`src/rtl/word_entry_ctrl.sv`:
```
// word_entry_ctrl: turns select presses into letter-selector strobes, collects
// a LEN-letter word, compares it with CODE and reports pass, fail or lockout.
module word_entry_ctrl #(
    parameter int              LEN         = 4,
    parameter logic [LEN*7-1:0] CODE       = {7'h43, 7'h4F, 7'h44, 7'h45},
    parameter int              MAX_TRIES   = 3,
    parameter int              LOCK_CYCLES = 100
) (
    input  logic             clk,
    input  logic             rst,
    input  logic             sel,
    input  logic             clr,
    input  logic [6:0]       user_ascii,
    output logic             let_sel,
    output logic [LEN*7-1:0] word,
    output logic [2:0]       idx,
    output logic             busy,
    output logic             unlocked,
    output logic             fail,
    output logic             locked,
    output logic [2:0]       tries
);

    typedef enum logic [2:0] {
        S_IDLE,
        S_REQ,
        S_CAP,
        S_CHECK,
        S_FAIL,
        S_PASS,
        S_LOCK
    } state_e;

    state_e           state_q, state_d;
    logic [LEN*7-1:0] word_q, word_d;
    logic [2:0]       idx_q, idx_d;
    logic [2:0]       tries_q, tries_d;
    logic [31:0]      lock_cnt_q, lock_cnt_d;
    logic             let_sel_q;
    logic             fail_q;

    // Next-state and datapath decode for the entry sequence.
    always_comb begin
        // NOTE: every signal gets a default before the case so no path can
        // leave it unassigned and infer a latch.
        state_d    = state_q;
        word_d     = word_q;
        idx_d      = idx_q;
        tries_d    = tries_q;
        lock_cnt_d = lock_cnt_q;

        case (state_q)
            S_IDLE: begin
                // clr has priority; a simultaneous sel is dropped.
                if (clr) begin
                    word_d = '0;
                    idx_d  = '0;
                end else if (sel) begin
                    state_d = S_REQ;
                end
            end
            S_REQ: begin
                state_d = S_CAP;
            end
            S_CAP: begin
                // Letter 0 lives in the MSBs, so slot i sits at (LEN-1-i)*7.
                for (int i = 0; i < LEN; i++) begin
                    if (idx_q == 3'(i)) begin
                        word_d[(LEN-1-i)*7 +: 7] = user_ascii;
                    end
                end
                if (idx_q == 3'(LEN - 1)) begin
                    state_d = S_CHECK;
                end else begin
                    idx_d   = idx_q + 3'd1;
                    state_d = S_IDLE;
                end
            end
            S_CHECK: begin
                if (word_q == CODE) begin
                    tries_d = '0;
                    state_d = S_PASS;
                end else if (tries_q + 3'd1 == 3'(MAX_TRIES)) begin
                    tries_d    = 3'(MAX_TRIES);
                    lock_cnt_d = 32'(LOCK_CYCLES - 1);
                    state_d    = S_LOCK;
                end else begin
                    tries_d = tries_q + 3'd1;
                    state_d = S_FAIL;
                end
            end
            S_FAIL: begin
                word_d  = '0;
                idx_d   = '0;
                state_d = S_IDLE;
            end
            S_PASS: begin
                if (clr) begin
                    word_d  = '0;
                    idx_d   = '0;
                    state_d = S_IDLE;
                end
            end
            S_LOCK: begin
                // Counter starts at LOCK_CYCLES-1 and exits on 0, giving
                // exactly LOCK_CYCLES cycles in this state.
                if (lock_cnt_q == '0) begin
                    tries_d = '0;
                    word_d  = '0;
                    idx_d   = '0;
                    state_d = S_IDLE;
                end else begin
                    lock_cnt_d = lock_cnt_q - 32'd1;
                end
            end
            default: begin
                state_d = S_IDLE;
            end
        endcase
    end

    // State, datapath and registered strobe outputs.
    always_ff @(posedge clk or negedge rst) begin
        if (!rst) begin
            state_q    <= S_IDLE;
            word_q     <= '0;
            idx_q      <= '0;
            tries_q    <= '0;
            lock_cnt_q <= '0;
            let_sel_q  <= 1'b0;
            fail_q     <= 1'b0;
        end else begin
            // NOTE: non-blocking assignments so every register samples the
            // pre-edge values regardless of statement order.
            state_q    <= state_d;
            word_q     <= word_d;
            idx_q      <= idx_d;
            tries_q    <= tries_d;
            lock_cnt_q <= lock_cnt_d;
            let_sel_q  <= (state_d == S_REQ);
            fail_q     <= (state_d == S_FAIL);
        end
    end

    assign let_sel  = let_sel_q;
    assign fail     = fail_q;
    assign word     = word_q;
    assign idx      = idx_q;
    assign tries    = tries_q;
    assign busy     = (state_q == S_REQ) || (state_q == S_CAP) || (state_q == S_CHECK);
    assign unlocked = (state_q == S_PASS);
    assign locked   = (state_q == S_LOCK);

endmodule
```
`config.mk`:
```
export PLATFORM = sky130hd
export DESIGN_NAME = word_entry_ctrl
export DESIGN_NICKNAME = d
export VERILOG_FILES = /design/src/rtl/word_entry_ctrl.sv
export SDC_FILE = /design/constraint.sdc
export NUM_CORES = 1
export LEC_CHECK = 0
export BUFFER_PORTS_ARGS = -buffer_cell sky130_fd_sc_hd__buf_2
export CAP_MARGIN = 20
export CORE_UTILIZATION = 35
export DETAILED_ROUTE_END_ITERATION = 12
export MAX_ROUTING_LAYER = met4
export PLACE_DENSITY = 0.61
export SYNTH_ARGS = -nofsm -noshare
export SYNTH_HDL_FRONTEND = slang
export SYNTH_SLANG_ARGS = --single-unit
```
`constraint.sdc`:
```
create_clock -name clk -period 2.2 [get_ports clk]
set_clock_uncertainty 0.05 [all_clocks]
set_input_delay 0 -clock clk [delete_from_list [all_inputs] [get_ports clk]]
set_output_delay 0 -clock clk [all_outputs]
set_load 0.01 [all_outputs]
```
After elaboration in Yosys (flattened, before gate mapping)
Cells that the tools add are included.
{"block": "word_totals", "word_cells": 77, "reg_bits": 71, "ram_bits": 0, "romBits": 0, "n_memories": 0, "latch_bits": 0}
{"block": "classes", "reduce_logical": 15, "order_cmp": 0, "n_mul": 0, "eq_ne": 23, "muxes": 26, "n_bitwise": 0, "div_mod_pow": 0, "n_addsub": 3, "shift": 0}
{"cell": "$pmux 28 s4", "n": 1}
{"cell": "$mux 32", "n": 3}
{"cell": "$pmux 32 s2", "n": 1}
{"cell": "$mux 28", "n": 2}
{"cell": "$logic_not 32->1", "n": 1}
{"cell": "$sub 32x1->32 const B", "n": 1}
{"cell": "$eq 28x28->1 const B", "n": 1}
{"cell": "$mux 7", "n": 4}
{"cell": "$mux 3", "n": 9}
{"cell": "$reduce_and 4->1", "n": 6}
{"cell": "$pmux 3 s6", "n": 1}
{"cell": "$ne 2x2->1 const B", "n": 8}
{"cell": "$eq 3x2->1 const B", "n": 5}
{"cell": "$eq 3x3->1 const B", "n": 4}
{"cell": "$pmux 3 s4", "n": 1}
{"cell": "$eq 3x1->1 const B", "n": 3}
{"cell": "$add 3x1->3 const B", "n": 2}
{"cell": "$logic_not 3->1", "n": 2}
{"cell": "$mux 2", "n": 3}
{"cell": "$pmux 3 s2", "n": 1}
{"cell": "$ne 2x1->1 const B", "n": 2}
{"cell": "$reduce_bool 4->1", "n": 1}
{"cell": "$logic_or 1x1->1", "n": 2}
{"cell": "$reduce_and 2->1", "n": 1}
{"cell": "other kinds (2)", "n": 2}

Logic depth before layout (Yosys ltp)
Gate-level depths: netlist of the first run.
{"block": "logic_depth", "word_depth": 6, "depth_mapped": 8}

Worst setup path after synthesis of the first run
Ideal clock, no wire load.
{"block": "synth_path", "path_kind": "register to register", "start": "reg lock_cnt_q[0]", "end": "reg word_q[0] (netlist: word[0])", "setup_slack_ns": -0.184, "path_buffers": 1, "required_time_ns": 2.025, "stages_incl_launch_ff": 9, "setup_ns": 0.125, "t_arrival_ns": 2.209, "cell_sequence": "dfrtp_1 -> inv_1 -> ha_1 -> nor4b_2 -> nand4_2 -> buf_2 -> o21ai_4 -> o211ai_4 -> mux2_4"}
{"block": "synth_between", "elab_chain_cells": 3}
{"item": "start: declaration", "line_no": "38", "text": "logic [31:0] lock_cnt_q, lock_cnt_d;"}
{"item": "start signal: assignment", "line_no": "139", "text": "lock_cnt_q <= lock_cnt_d;"}
{"item": "$logic_not 32->1", "line_no": "107", "text": "if (lock_cnt_q == '0) begin"}
{"item": "$ne 2x1->1 (no line)"}
{"item": "$reduce_and 4->1 (no line)"}
{"item": "end signal: assignment", "line_no": "136", "text": "word_q <= word_d;"}
{"item": "end: declaration", "line_no": "35", "text": "logic [LEN*7-1:0] word_q, word_d;"}
Every way passes these cells.
A chain may end at the register's enable or synchronous reset.

Worst setup path in the final report of the first run
{"block": "layout_path", "start": "reg lock_cnt_q[19]", "end": "reg word_q[17] (netlist: word[17])"}
Same word-level chain as after synthesis.

==> summary by stage, run 1 <==
Clock network
The clock tree buffer depth is 2. The level count of the clock H-tree is 3. The number of clock buffers inserted by TritonCTS is 9. The worst-skew pair later-pin latency is 360 ps.

The CTS tree is yes. The total clock sinks is 71. The root buffer cell is clkbuf_8. The clock transition time at the flip-flop clock pins of the worst setup and hold paths is 90 ps.

Finish
The non-filler instance count after layout is 617. The cell area after layout is 5380 µm². In the layout the commonest cells are dfrtp_1 (71), buf_4 (57), buf_2 (50). The post-route netlist has 45.5% of its cells at a drive strength greater than 1. The relative area change from synthesis to final layout is 37.4%. The library cell used most frequently in the layout, excluding fill and tap cells, is dfrtp_1. The final net count is 491. The antenna diode instance count is 0.

Place
The count of buffers inserted at the top-level ports is 49. In this run the cell area measured after placement is 4750 µm². The number of placed instances, taps included, is 581. The detailed placement HPWL is 7.01 mm. Routability-driven placement finished with a final weighted congestion of 0.803.

Run status
The final reports fail on setup timing. The flow ran to the end, but the final reports show violations.

Synthesis
After Yosys synthesis, XOR and XNOR cells account for 2.01% of the synthesized area. The share of the Yosys chip area taken by registers is 45.4%. Counting distinct cell types in the post-synthesis netlist gives 66. The adder-cell area share of the yosys netlist is 2.56%.

Of the total synthesized cell area, the portion taken by AND, OR, NAND and NOR gates is 21.6%. After synthesis, the largest family of logic cells by area is simple AND/OR/NAND/NOR gates. In the synthesized netlist the async set-or-reset flop fraction comes to 100%. The synthesized netlist occupies a cell area of 3920 µm².

The share of the synthesized area in the top cell type is 45.4%. The warning count from the yosys run is 0. In this run, synthesis produced a sequential element count of 71. Synthesis produced a netlist whose cell count is 348. Measured against the total synthesized area, the mux share comes to 11.5%. Yosys mapped a number of flops with a built-in enable equal to 0.

Summing the areas of all compound-gate instances in the mapped netlist gives 14.5% of the synthesized area. A synthesized cell averages 11.3 µm². Ranked by total cell area, the synthesized netlist is headed by dfrtp_1 (45%), mux2_4 (11%), a21oi_1 (3.2%), ha_1 (2.6%), o31ai_1 (2.3%). The cell taking the most area after synthesis is dfrtp_1. The most used flip-flop cell after synthesis is dfrtp_1.

The net count after synthesis is 367.

Drt
The highest metal layer with signal wires is met4. After detailed routing, the number of remaining DRC violations is 0. The total routed wirelength is 10.2 mm.

For this run, the detailed router's first-pass iteration total came to 4. The first routing iteration left 155 violations. Once detail routing completed, the nets flagged for antenna violations numbered 0. After detailed routing, the wire length on met1 is 4.89 mm. The routed design uses 199 µm of met3 wire. Dividing the detail-routed wire length by the instance count gives 16.5 µm. Using the TritonRoute via totals, the vias-per-cell ratio works out to 5.25. Wire segments on met2 add up to 4.86 mm in the final route. The total vias in the final route is 3242.

Critical path
The element type at the critical path start is a flip-flop. The critical path launch point is lock_cnt_q[19]. The arrival time of data at the critical path endpoint is 2530 ps. Measured in cells, the most critical reg-to-reg path has a length of 6. The worst setup path is captured at a flip-flop. In this run the register-to-register setup slack is -140 ps. The beginning of the worst register-to-register path is lock_cnt_q[19]. The worst path required time is 2400 ps.

In this run the worst setup path terminates at word[17]. The maximum fanout count along the critical path is 7. The worst setup path is of the flip-flop to flip-flop kind.

The worst register-to-register path ends at word[17].

Timing
Across all setup checks in the final design, the least slack found is -137 ps. The relative slew slack is 60.5%. Timing would allow up to 0.428 GHz. In the final timing run, aggregate negative setup slack is -6050 ps. The final-report setup violation count is 55. The share of the clock period used by the worst path after layout is 106%.

After layout, the minimum clock period comes to 2340 ps. At the pin with the least slew margin, the transition time is 592 ps. The number of endpoints with negative hold slack in the final report is 0. The final-report max-slew violation count is 0. Setup repair after global routing could not meet its margin everywhere. The post-route worst hold slack is 65.0 ps.

Global route
The global-route wire length before repair is 16.2 mm. The via count of the first global-routing pass came to 3189. The initial antenna violation count is 0. For this run the aggregate overflow at the end of global routing stands at 0.

The maximum number of pins on one net before global-route repair is 49. Global routing used 18.7% of the available tracks across all layers.

Floorplanning
The initial utilization of the core area, before any placement, comes to 36.0%. Measured along the y axis, the die boundary spans 108 µm. The full die area is 11600 µm². After floorplanning, the core was sized to cover 10900 µm². The die is 108 µm wide. The floorplan row count is 38. The number of top-level pins is 50.

Min path
The class of the tightest hold or removal check is primary input to flip-flop.

Job
The number of max-capacitance violations reported is 0.

Pwr
The maximum vdd ir drop is 765 µV. For this design the ratio of total power to cell area is 1500 nW/µm². Summed over all cells, the static leakage comes to 2.59 nW. Power comes to 0.00808 W.
worst min path at each step:
stage / cells after the start / end / start
6_report: 3 / word[22] / user_ascii[1]
5_1_grt: 3 / word[22] / user_ascii[1]
4_1_cts: 3 / word[1] / user_ascii[1]
3_5_place_dp: 1 / lock_cnt_q[27] / rst
3_3_place_gp: 1 / lock_cnt_q[25] / rst
2_1_floorplan: 0 / fail / rst
cells in the mapped netlist, drive strengths merged (2+ instances only):
| cell | number |
|---|---|
| a21o | 3 |
| a21oi | 25 |
| a31oi | 3 |
| and2 | 9 |
| and4b | 3 |
| buf | 6 |
| clkbuf | 6 |
| dfrtp | 71 |
| ha | 8 |
| inv | 9 |
| mux2 | 29 |
| mux2i | 2 |
| nand2 | 19 |
| nand2b | 6 |
| nand3 | 9 |
| nand3b | 3 |
| nand4 | 3 |
| nand4b | 2 |
| nor2 | 22 |
| nor2b | 2 |
| nor3 | 9 |
| nor4 | 11 |
| nor4b | 4 |
| o211ai | 2 |
| o21ai | 14 |
| o2bb2ai | 2 |
| o311ai | 2 |
| o31ai | 14 |
| o41ai | 4 |
| or2 | 3 |
| or3 | 8 |
| or4 | 12 |
| xnor2 | 5 |
| xor2 | 4 |
worst max-delay path, cell delays in order, from the launching register on:
cell     delay [ps]
dfrtp_1         380
or4_4           550
or3_4           370
o21ai_4         210
buf_12          150
nand3_4         140
mux2_4          350
sequential cells by signal, summed over array words and instances (netlist names):
register / count
idx: 3
word: 28
let_sel: 1
tries: 3
lock_cnt_q: 32
fail: 1
state_q: 3
per-stage QoR:
stage / worst slack [ps] / util [%]
2_1_floorplan: -161 / -
3_3_place_gp: -79.3 / 43.7
3_5_place_dp: -105 / 43.7
4_1_cts: -92.6 / 46.6
5_1_grt: -264 / 49.4
6_report: -137 / 49.4
final cells by class:
type / instances / area [µm²]
inverters: 9 / 33.8
clock inverters: 7 / 78.8
clock buffers: 9 / 124
multi-input cells: 256 / 2270
well taps: 140 / 175
flip-flops and latches: 71 / 1780
repair buffers: 125 / 923
fillers: 969 / 5510
layer usage:
metal	GRT usage, %	up-vias
li1	-	1558
met3	3.33	17
met1	24.8	1626
met2	28.3	41
met4	7.53	0
met5	-	-
power breakdown:
group          internal, W  leakage (nW)  total, W  switching [W]
combinational      0.00245          1.54   0.00508        0.00263
sequential         0.00162         0.963   0.00191       0.000288
clock             0.000535        0.0929   0.00109       0.000554
total              0.00460          2.59   0.00808        0.00347
kinds of logic after synthesis:
family          Yosys count
compound gates           77
mux                      31
simple gates            131
xor+xnor                  9
buf+inv                  21
fa+ha+maj                 8
flops                    71
what timing repair did:
action	4_1_cts	5_1_grt
hold buffers	4	0
gates cloned	1	0
gates resized for setup	11	44
pin swaps	1	16
setup buffers	4	12
endpoints found under the setup margin	62	67
endpoints found under the hold margin	26	0
No activity file was read; power rests on OpenSTA's default activity.
==> run 2: changes to the inputs <==
- CORE_ASPECT_RATIO: not set -> 1.1
- SETUP_SLACK_MARGIN: not set -> 0.05
==> summary by stage, run 2 (synthesized netlist as in run 1, its figures left out) <==
Min path
For hold timing, the worst endpoint is word[13]. The cell count of the worst hold path is 3. The class of the tightest hold or removal check is primary input to flip-flop. The startpoint identified for the worst hold timing path is user_ascii[6].

Global route
Across every metal layer, demand over resource in global routing totals 18.5%. The initial antenna violation count is 0. Summed over all layers, the global routing overflow is 0. The maximum number of pins on one net before global-route repair is 53. The first global-routing pass estimated 16.2 mm of wire. The via count of the first global-routing pass was 3210.

Place
The count of buffers inserted at the top-level ports is 49. The detailed placement HPWL is 6.89 mm. Routability-driven placement finished with a final weighted congestion of 0.865.

Critical path
The element type at the critical path start is a flip-flop. The setup path with the least slack is of type flip-flop to flip-flop. The number of buffers and inverters on the critical path is 1. The startpoint identified for the worst register-to-register timing path is lock_cnt_q[19]. The arrival time of data at the critical path endpoint is 2460 ps. The setup check on the worst reg-to-reg path leaves a slack of -90 ps. The worst register-to-register path ends at word[0]. For the worst flop-to-flop path, the logic depth is 6. The worst setup path is captured at a flip-flop.

At the worst endpoint, the required time is 2370 ps. Of all nets on the critical path, the largest fanout is 7. Among cell families on the critical path, the largest total delay comes from simple AND/OR/NAND/NOR gates. The highest cell delay on the worst timing path is 540 ps. Traced cell by cell, the critical path runs through or4_4, or3_4, o21ai_4, buf_12, o211ai_4, mux2_4. The master of the slowest instance on the critical path is or4_4.

Timing
The setup total negative slack is -3310 ps. For the finished layout, the period the worst path requires is 2290 ps. Setup violations remaining at the end of the flow were counted as 48. Once routing completed, OpenROAD measured the worst setup slack at -94.4 ps. Timing would allow up to 0.436 GHz. Setup repair after global routing could not meet its margin everywhere.

Measured against its own limit, the worst slew margin works out to 66.6%. The number of endpoints with negative hold slack in the final report came to 0. For the pin with the worst max-slew slack, the measured transition is 500 ps.

The share of the clock period used by the worst path after layout is 104%. The final-report max-slew violation count is 0.

Finish
In the layout the commonest cells are dfrtp_1 (71), buf_4 (52), buf_2 (50). Once layout is complete, the utilization of the core stands at 50.8%. The register with the most flip-flops in the final layout is lock_cnt_q. The final net count is 484. 0 antenna diodes ended up in the layout. Counting the fill cells in the layout gives 996. The number of flip-flops under the largest register name is 32. The relative area change from synthesis to final layout is 41.5%.

The fraction of final layout cells with drive strength greater than 1 is 47.7%. The library cell used most frequently in the layout, excluding fill and tap cells, is dfrtp_1.

Pwr
The cell leakage power is 2.65 nW. The share of total power dissipated in sequential elements is 22.5%. The reported net switching power is 0.00349 W. The internal power of the cells totals 0.00502 W. Net switching is 41.0% of the power.

The maximum vdd ir drop is 908 µV. The total power per unit cell area is 1530 nW/µm². The combinational group share of total power is 58.7%.

The part of the power in the clock network is 18.8%.

Clock network
The CTS tree is yes. Clock-pin slew was measured on the worst setup and hold paths at 60 ps. The clock tree buffer depth is 2.

The number of clock buffers inserted by TritonCTS is 9. The root buffer cell is clkbuf_16. The level count of the clock H-tree is 3. For the worst-skew pair, the clock arrives at the later sink with an insertion delay of 330 ps.

The clock net in this run drives a total of 71 sinks.

Run status
The flow ran to the end, but the final reports show violations. The final reports fail on setup timing.

Drt
The routed wirelength normalized by instance count is 16.4 µm. The routed layout has 3269 vias. The final layout contains routed wiring with a total length of 10.1 mm. The via density per instance is 5.30. The number of detailed-routing iterations run before antenna repair is 4. For this run, design rule violations remaining after detail routing come to 0. Once detail routing completed, the nets flagged for antenna violations numbered 0. The violation count after the first detailed-routing iteration is 122.

Floorplanning
The floorplan row count is 40. The floorplan step set the die width to 103 µm. The placeable core area is 10900 µm².

The number of top-level pins is 50. The floorplan step set the die height to 113 µm. The full die area is 11600 µm². Once the floorplan was initialized, standard cells occupied 35.9% of the core.

Job
The tool flagged a number of max-cap violations equal to 0.
[run 2: final cells by class]
class	count	area [µm²]	area share [%]
tap	147	184	3.32
clock inverter	7	104	1.87
sequential	71	1780	32.1
timing repair buffer	118	881	15.9
clock buffer	9	225	4.07
multi-input combinational	256	2340	42.2
inverter	9	33.8	0.610
[run 2: power groups by stage]
stage | clock network [W] | logic (W) | registers [W]
floorplan | 0 | 0.00216 | 0.00199
global placement | 0 | 0.00369 | 0.00191
detailed placement | 0 | 0.00374 | 0.00192
CTS | 0.00163 | 0.00461 | 0.00191
global route | 0.00168 | 0.00536 | 0.00196
finish | 0.00160 | 0.00499 | 0.00191
[run 2: metal layers]
layer  wire, µm  track usage, %
met5          0               -
met4        193            6.85
met3        258            3.03
met2       5060            28.9
met1       4580            24.0
[run 2: worst max path at each step]
stage / startpoint / endpoint / slack (ps) / depth (start not counted)
after CTS: lock_cnt_q[5] / lock_cnt_q[19] / -120 / 6
final: lock_cnt_q[19] / word[0] / -90 / 6
after detailed placement: lock_cnt_q[19] / lock_cnt_q[26] / -130 / 6
after floorplan: lock_cnt_q[16] / word[0] / -160 / 7
after global routing: lock_cnt_q[19] / lock_cnt_q[29] / -160 / 7
after global placement: lock_cnt_q[19] / idx[1] / -120 / 7
[run 2: worst min-delay path: stages]
cell    delay (ps)
buf_2           80
and2_1         190
mux2_4         170
[run 2: metrics by stage]
stage	setup slack, ps	hold slack, ps	std cells	cell area (µm²)	power (W)
2_1_floorplan	-161	-346	348	3930	0.00415
3_3_place_gp	-121	-66.2	585	4750	0.00560
3_5_place_dp	-133	-60.8	585	4750	0.00567
4_1_cts	-118	84.7	613	5330	0.00815
5_1_grt	-159	119	617	5540	0.00900
6_report	-94.4	87.9	617	5540	0.00850
[run 2: what timing repair did]
| item | CTS | global route |
|---|---|---|
| pin swaps | 20 | 23 |
| buffers inserted | 8 | 4 |
| cloned | 0 | 1 |
| gates resized for setup | 34 | 34 |
| endpoints found under the setup margin | 64 | 68 |
| hold buffers | 4 | 0 |
| endpoints found under the hold margin | 22 | 0 |
